$ cat config.mk
export PLATFORM = sky130hd
export DESIGN_NAME = fir_param_pipe
export DESIGN_NICKNAME = d
export VERILOG_FILES = /design/src/rtl/fir_pkg.sv /design/src/rtl/fir_coef_bank.sv /design/src/rtl/fir_param_pipe.sv
export SDC_FILE = /design/constraint.sdc
export NUM_CORES = 2
export LEC_CHECK = 0
export CORE_ASPECT_RATIO = 1.25
export CORE_MARGIN = 2
export CORE_UTILIZATION = 45
export CTS_CLUSTER_DIAMETER = 100
export DETAILED_ROUTE_END_ITERATION = 16
export SLEW_MARGIN = 10
export SYNTH_ARGS = -nofsm -noshare
export SYNTH_HDL_FRONTEND = slang
export SYNTH_SLANG_ARGS = --single-unit
$ cat constraint.sdc
create_clock -name clk_i -period 16.7 [get_ports clk_i]
set_input_delay 3.34 -clock clk_i [delete_from_list [all_inputs] [get_ports clk_i]]
set_output_delay 3.34 -clock clk_i [all_outputs]
set_load 0.005 [all_outputs]
$ cat src/rtl/fir_pkg.sv
`default_nettype none
// ============================================================================
// Module      : fir_pkg
// Description : Shared helpers for the parametrised FIR family: log2 helper,
//               accumulator width computation, default widths and the
//               accumulator-to-output saturation function with clip flag.
// Revision    : 1.0 - initial release
// ============================================================================
package fir_pkg;

    localparam int DW_DEF = 11;
    localparam int CW_DEF = 11;
    localparam int OW_DEF = 11;

    // Result of a saturating narrowing: value (sign-extended to 64 bits) and
    // whether clipping took place.
    typedef struct packed {
        logic [63:0] val;
        logic        clipped;
    } sat_res_t;

    // Ceiling log2, usable in constant expressions.
    function automatic int clog2_f(input int v);
        int r;
        r = 0;
        for (int i = 0; i < 31; i++) begin
            if ((1 << i) < v) begin
                r = i + 1;
            end
        end
        return r;
    endfunction

    // Accumulator width large enough that summing n full-width products
    // can never overflow.
    function automatic int calc_aw(input int n, input int dw, input int cw);
        return dw + cw + clog2_f(n);
    endfunction

    // Clip a signed value into the signed ow-bit range.
    function automatic sat_res_t sat_clip(input logic signed [63:0] r, input int ow);
        sat_res_t          res;
        logic signed [63:0] hi;
        logic signed [63:0] lo;
        hi          = (64'sd1 <<< (ow - 1)) - 64'sd1;
        lo          = -(64'sd1 <<< (ow - 1));
        res.clipped = 1'b1;
        if (r > hi) begin
            res.val = hi;
        end else if (r < lo) begin
            res.val = lo;
        end else begin
            res.val     = r;
            res.clipped = 1'b0;
        end
        return res;
    endfunction

endpackage
`default_nettype wire

$ cat src/rtl/fir_coef_bank.sv
`default_nettype none
// ============================================================================
// Module      : fir_coef_bank
// Description : Double-buffered coefficient storage. Single-tap writes land in
//               the shadow bank; a commit copies the whole shadow bank (including
//               a write on the same edge) into the active bank in one edge.
// Ports       : clk_i, rst_i (async, active-high)
//               cw_en_i / cw_addr_i / cw_data_i : shadow write
//               cw_commit_i                     : shadow -> active copy
//               h_act_o                         : flattened active taps, tap i
//                                                 at [i*CW +: CW]
// Revision    : 1.0 - initial release
// ============================================================================
module fir_coef_bank
    import fir_pkg::*;
#(
    parameter int N_TAPS = 9,
    parameter int CW     = CW_DEF
) (
    input  logic                      clk_i,
    input  logic                      rst_i,
    input  logic                      cw_en_i,
    input  logic [$clog2(N_TAPS)-1:0] cw_addr_i,
    input  logic [CW-1:0]             cw_data_i,
    input  logic                      cw_commit_i,
    output logic [N_TAPS*CW-1:0]      h_act_o
);

    localparam int                c_addr_w = $clog2(N_TAPS);
    localparam logic [c_addr_w:0] c_ntaps  = (c_addr_w + 1)'(N_TAPS);

    logic [CW-1:0] shadow_q [N_TAPS];
    logic [CW-1:0] shadow_d [N_TAPS];
    logic [CW-1:0] active_q [N_TAPS];
    logic [CW-1:0] active_d [N_TAPS];
    logic          w_addr_ok;

    // Addresses beyond the last tap are silently dropped.
    assign w_addr_ok = ({1'b0, cw_addr_i} < c_ntaps);

    always_comb begin
        shadow_d = shadow_q;
        if (cw_en_i && w_addr_ok) begin
            for (int i = 0; i < N_TAPS; i++) begin
                if (cw_addr_i == c_addr_w'(i)) begin
                    shadow_d[i] = cw_data_i;
                end
            end
        end
    end

    // Commit takes the post-write shadow so a same-edge write is included.
    always_comb begin
        active_d = active_q;
        if (cw_commit_i) begin
            active_d = shadow_d;
        end
    end

    always_ff @(posedge clk_i or posedge rst_i) begin
        if (rst_i) begin
            for (int i = 0; i < N_TAPS; i++) begin
                shadow_q[i] <= '0;
                active_q[i] <= '0;
            end
        end else begin
            shadow_q <= shadow_d;
            active_q <= active_d;
        end
    end

    generate
        for (genvar gi = 0; gi < N_TAPS; gi++) begin : g_flat
            assign h_act_o[gi*CW +: CW] = active_q[gi];
        end
    endgenerate

endmodule
`default_nettype wire

$ cat src/rtl/fir_param_pipe.sv
`default_nettype none
// ============================================================================
// Module      : fir_param_pipe
// Description : Parametrised 3-stage pipelined direct-form FIR filter with
//               double-buffered coefficients, optional rounding and optional
//               output saturation.
//               Stage 0: delay line shift on vin_i
//               Stage 1: per-tap full-precision products
//               Stage 2: sum, round, shift, saturate/wrap -> registered output
// Ports       : clk_i, rst_i (async, active-high)
//               din_i / vin_i        : signed sample and its valid
//               cw_en_i / cw_addr_i / cw_data_i / cw_commit_i : coefficient load
//               dout_o / vout_o / sat_flag_o : registered result, valid, clip flag
// Revision    : 1.0 - initial release
// ============================================================================
module fir_param_pipe
    import fir_pkg::*;
#(
    parameter int N_TAPS = 9,
    parameter int DW     = DW_DEF,
    parameter int CW     = CW_DEF,
    parameter int OW     = OW_DEF,
    parameter int SHIFT  = 10,
    parameter int ROUND  = 0,
    parameter int SAT    = 1
) (
    input  logic                      clk_i,
    input  logic                      rst_i,
    input  logic [DW-1:0]             din_i,
    input  logic                      vin_i,
    input  logic                      cw_en_i,
    input  logic [$clog2(N_TAPS)-1:0] cw_addr_i,
    input  logic [CW-1:0]             cw_data_i,
    input  logic                      cw_commit_i,
    output logic [OW-1:0]             dout_o,
    output logic                      vout_o,
    output logic                      sat_flag_o
);

    localparam int c_pw = DW + CW;
    localparam int c_aw = calc_aw(N_TAPS, DW, CW);
    localparam logic signed [c_aw:0] c_half =
        (c_aw + 1)'((ROUND != 0) ? (64'sd1 <<< (SHIFT - 1)) : 64'sd0);

    logic [DW-1:0]           x_q [N_TAPS];
    logic signed [c_pw-1:0]  p_q [N_TAPS];
    logic                    v0_q;
    logic                    v1_q;
    logic [N_TAPS*CW-1:0]    w_h_act;

    logic signed [c_aw-1:0]  w_acc;
    logic signed [c_aw:0]    w_rnd;
    logic signed [c_aw:0]    w_shr;
    logic signed [63:0]      w_r64;
    sat_res_t                w_sat;
    logic                    w_unused_bits;

    logic [OW-1:0]           dout_q;
    logic [OW-1:0]           dout_d;
    logic                    flag_q;
    logic                    flag_d;
    logic                    vout_q;

    fir_coef_bank #(
        .N_TAPS (N_TAPS),
        .CW     (CW)
    ) u_coef (
        .clk_i       (clk_i),
        .rst_i       (rst_i),
        .cw_en_i     (cw_en_i),
        .cw_addr_i   (cw_addr_i),
        .cw_data_i   (cw_data_i),
        .cw_commit_i (cw_commit_i),
        .h_act_o     (w_h_act)
    );

    // Stage 0: delay line only moves on an accepted sample.
    always_ff @(posedge clk_i or posedge rst_i) begin
        if (rst_i) begin
            for (int i = 0; i < N_TAPS; i++) begin
                x_q[i] <= '0;
            end
            v0_q <= 1'b0;
        end else begin
            v0_q <= vin_i;
            if (vin_i) begin
                x_q[0] <= din_i;
                for (int i = 1; i < N_TAPS; i++) begin
                    x_q[i] <= x_q[i-1];
                end
            end
        end
    end

    // Stage 1: products are recomputed every edge; only the valid pipeline
    // decides whether a result is ever presented. Coefficients are sampled here.
    always_ff @(posedge clk_i or posedge rst_i) begin
        if (rst_i) begin
            for (int i = 0; i < N_TAPS; i++) begin
                p_q[i] <= '0;
            end
            v1_q <= 1'b0;
        end else begin
            for (int i = 0; i < N_TAPS; i++) begin
                p_q[i] <= c_pw'($signed(x_q[i])) * c_pw'($signed(w_h_act[i*CW +: CW]));
            end
            v1_q <= v0_q;
        end
    end

    // Stage 2: sign-extended sum; accumulator is wide enough to never overflow.
    always_comb begin
        w_acc = '0;
        for (int i = 0; i < N_TAPS; i++) begin
            w_acc = w_acc + c_aw'(p_q[i]);
        end
    end

    // One extra bit keeps the rounding offset from overflowing the sum.
    assign w_rnd = (c_aw + 1)'(w_acc) + c_half;
    assign w_shr = w_rnd >>> SHIFT;
    assign w_r64 = 64'(w_shr);
    assign w_sat = sat_clip(w_r64, OW);

    // Upper bits of the clipped value are by construction a sign extension.
    assign w_unused_bits = ^w_sat.val[63:OW];

    always_comb begin
        dout_d = w_r64[OW-1:0];
        flag_d = 1'b0;
        if (SAT != 0) begin
            dout_d = w_sat.val[OW-1:0];
            flag_d = w_sat.clipped;
        end
    end

    // Data and flag only change with a valid result, so they hold otherwise.
    always_ff @(posedge clk_i or posedge rst_i) begin
        if (rst_i) begin
            dout_q <= '0;
            flag_q <= 1'b0;
            vout_q <= 1'b0;
        end else begin
            vout_q <= v1_q;
            if (v1_q) begin
                dout_q <= dout_d;
                flag_q <= flag_d;
            end
        end
    end

    assign dout_o     = dout_q;
    assign vout_o     = vout_q;
    assign sat_flag_o = flag_q;

endmodule
`default_nettype wire

==> flow_summary.json <==
{
  "synth-compound-area-share_pct": 3.429,
  "finalWirelength_um": 152900,
  "crit_arrival_ns": 6.89,
  "async_flop_share_pct": 100.0,
  "synth_xor_area_share_pct": 2.885,
  "worst-path-max-fanout": 70,
  "synth_edf_count": 0,
  "synthMuxAreaShare_pct": 5.122,
  "skew_ns": 0.03415,
  "coreArea_um2": 140900,
  "timing.fmax_ghz": 0.1606,
  "dieArea_um2": 144700,
  "drtAntennaViolNets": 0,
  "die_w_um": 340.7,
  "cts_resized": 0,
  "rsz0062_at_grt": "false",
  "drc": 0,
  "synth_seq_cells": 510,
  "synth_cell_type_count": 67,
  "maxCapViolCount": 0,
  "yosys.area_share.adder_pct": 46.72,
  "start_util_pct": 45.26,
  "fin_crit_sh_pct": 37.29,
  "fill_cells": 12980,
  "routed_via_density": 5.045,
  "hp-class": "register to register",
  "io-pin-count": 44,
  "syn_nets": 7819,
  "die_y_um": 424.8,
  "critPathLaunch": "rst_i",
  "final_layout_size_suffix_gt1_share_pct": 7.432,
  "final_cell_mix": "inv_1 (1440), fa_1 (1209), and2_1 (559)",
  "synth-main-ff-cell": "dfrtp_1",
  "grt_overflow": 0,
  "drtIter0Drc": 1885,
  "clkTransAtPathRegs_ns": 0.06,
  "synth_area_per_cell_um2": 10.39,
  "cts.sinks": 510,
  "end_kind": "asynchronous set/reset pin",
  "worstSetupStartpointType": "input port",
  "slew_headroom_pct": 29.06,
  "tns_ns": 0,
  "root_buffer": "clkbuf_16",
  "grt_usage_pct": 22.28,
  "hpwl_um": 122900,
  "vias": 40070,
  "clk_path_buf_depth": 3,
  "postCtsSetupBuffers": 0,
  "cts_buffers": 57,
  "yosys.area_share.simple_pct": 11.95,
  "r2r_setup_slack_ns": 10.78,
  "fin_crit_ns": 6.227,
  "final_common_cell": "inv_1",
  "drv_slew": 0,
  "hold_violations": 0,
  "syn2layout_area_growth_pct": 6.212,
  "setup_violations": 0,
  "grt_max_degree": 145,
  "wl_per_cell_um": 19.25,
  "worstReg2RegStart": "x_q[58]",
  "path_class": "input port to asynchronous set/reset pin",
  "status": "finished, final reports clean",
  "clock_latency_ns": 0.65,
  "worst_pin_slew_ns": 1.056,
  "gp_congestion": 0.9136,
  "nNetsFinal": 7707,
  "cp.required_ns": 17.36,
  "yosysSeqAreaShare_pct": 20.02,
  "cts_tree": "built",
  "synth_top_family_by_area": "adder cells",
  "grt_pass1_wl_um": 249300,
  "grt_pass1_vias": 43850,
  "syn_inst": 6133,
  "synth_warnings": 0,
  "cts_max_level": 2,
  "min_from": "v0_q",
  "port_buffers": 43,
  "fp-row-count": 154,
  "syn-cell-area_um2": 63750,
  "drt_pass1_iterations": 6,
  "antenna_found_initial": 11,
  "ctsHoldBuffers": 0
}
-- per-stage QoR --
stage	utilization [%]	instance area, um^2	hold slack [ns]	cells	setup slack, ns
floorplan	-	63760	0.3312	6133	6.436
global placement	46.71	65790	0.3337	7834	9.664
detailed placement	46.71	65790	0.3347	7834	9.593
CTS	48.07	67710	0.3487	7940	10.27
global route	48.07	67710	0.3502	7940	9.854
finish	48.07	67710	0.3474	7942	10.47
-- kinds of logic (layout without fill, tap and decap cells) --
group / count (synthesis) / count (layout)
compound gates: 321 / 321
xor+xnor: 210 / 210
fa+ha+maj: 1655 / 1655
buf+inv: 1674 / 1609
flops: 510 / 510
mux: 290 / 290
other cells: 0 / 2
simple gates: 1473 / 1473
-- Yosys cell counts (7+ instances only) --
cell type / n / area share (%)
inv_1: 1441 / 8.5
fa_1: 1209 / 38
and2_1: 559 / 5.5
dfrtp_1: 510 / 20
nand2_1: 506 / 3.0
ha_1: 446 / 8.8
mux2_2: 290 / 5.1
clkbuf_1: 227 / 1.3
xnor2_1: 185 / 2.5
nor2_1: 123 / 0.72
nand2b_1: 99 / 0.97
a21oi_1: 72 / 0.57
o21ai_0: 69 / 0.54
nor3_1: 44 / 0.35
nand3_1: 30 / 0.24
nor2b_1: 28 / 0.27
a21o_1: 26 / 0.31
xor2_1: 25 / 0.34
and3_1: 24 / 0.24
o21bai_1: 24 / 0.28
a211oi_1: 15 / 0.18
or3_1: 15 / 0.15
a21boi_0: 14 / 0.16
o21a_1: 13 / 0.15
nand3b_1: 12 / 0.14
a31oi_1: 11 / 0.11
o211ai_1: 10 / 0.12
o32ai_2: 8 / 0.20
a211o_1: 7 / 0.096
or2_2: 7 / 0.069
-- critical path: stages --
cell and delay [ns]:
clkdlybuf4s50_1 0.48, clkinvlp_4 0.64, buf_4 0.81, buf_4 0.72, buf_4 0.78
-- per-layer routing --
layer  up-vias  wire (um)  GRT usage (%)
met5         -          0              0
met4         0       4406          5.492
met3       192       5477          1.626
met2       704      78930          39.65
met1     21130      64040          29.59
li1      18040          -              -
-- registers in the layout (all words and copies together), names as in the netlist --
| name | flops |
|---|---|
| p_q | 198 |
| u_coef.shadow_q | 99 |
| x_q | 99 |
| v1_q | 1 |
| v0_q | 1 |
| vout_o | 1 |
| sat_flag_o | 1 |
| u_coef.h_act_o | 99 |
| dout_o | 11 |
-- worst paths after layout --
check / depth (start not counted) / end
worst max-delay path: 5 / p_q[131]
worst min-delay path: 0 / v1_q
worst max register to register: 18 / p_q[131]
worst min register to register: 0 / v1_q
max in group clk_i: 18 / p_q[131]
min in group asynchronous: 2 / u_coef.shadow_q[1]
-- layout make-up --
type                    instances  area [um^2]  share of cell area, %
inverters                    1441         5413                  7.994
multi-input cells            3949        44710                  66.03
well taps                    1872         2342                  3.459
repair buffers                 62        560.5                 0.8278
diodes                          2        5.005               0.007391
flip-flops and latches        510        12760                  18.85
clock buffers                  67         1514                  2.236
clock inverters                39        402.9                 0.5950
Power is left out: the tool's default activity adds up to more than one toggle a clock period on the data nets, which glitch-free logic cannot reach.
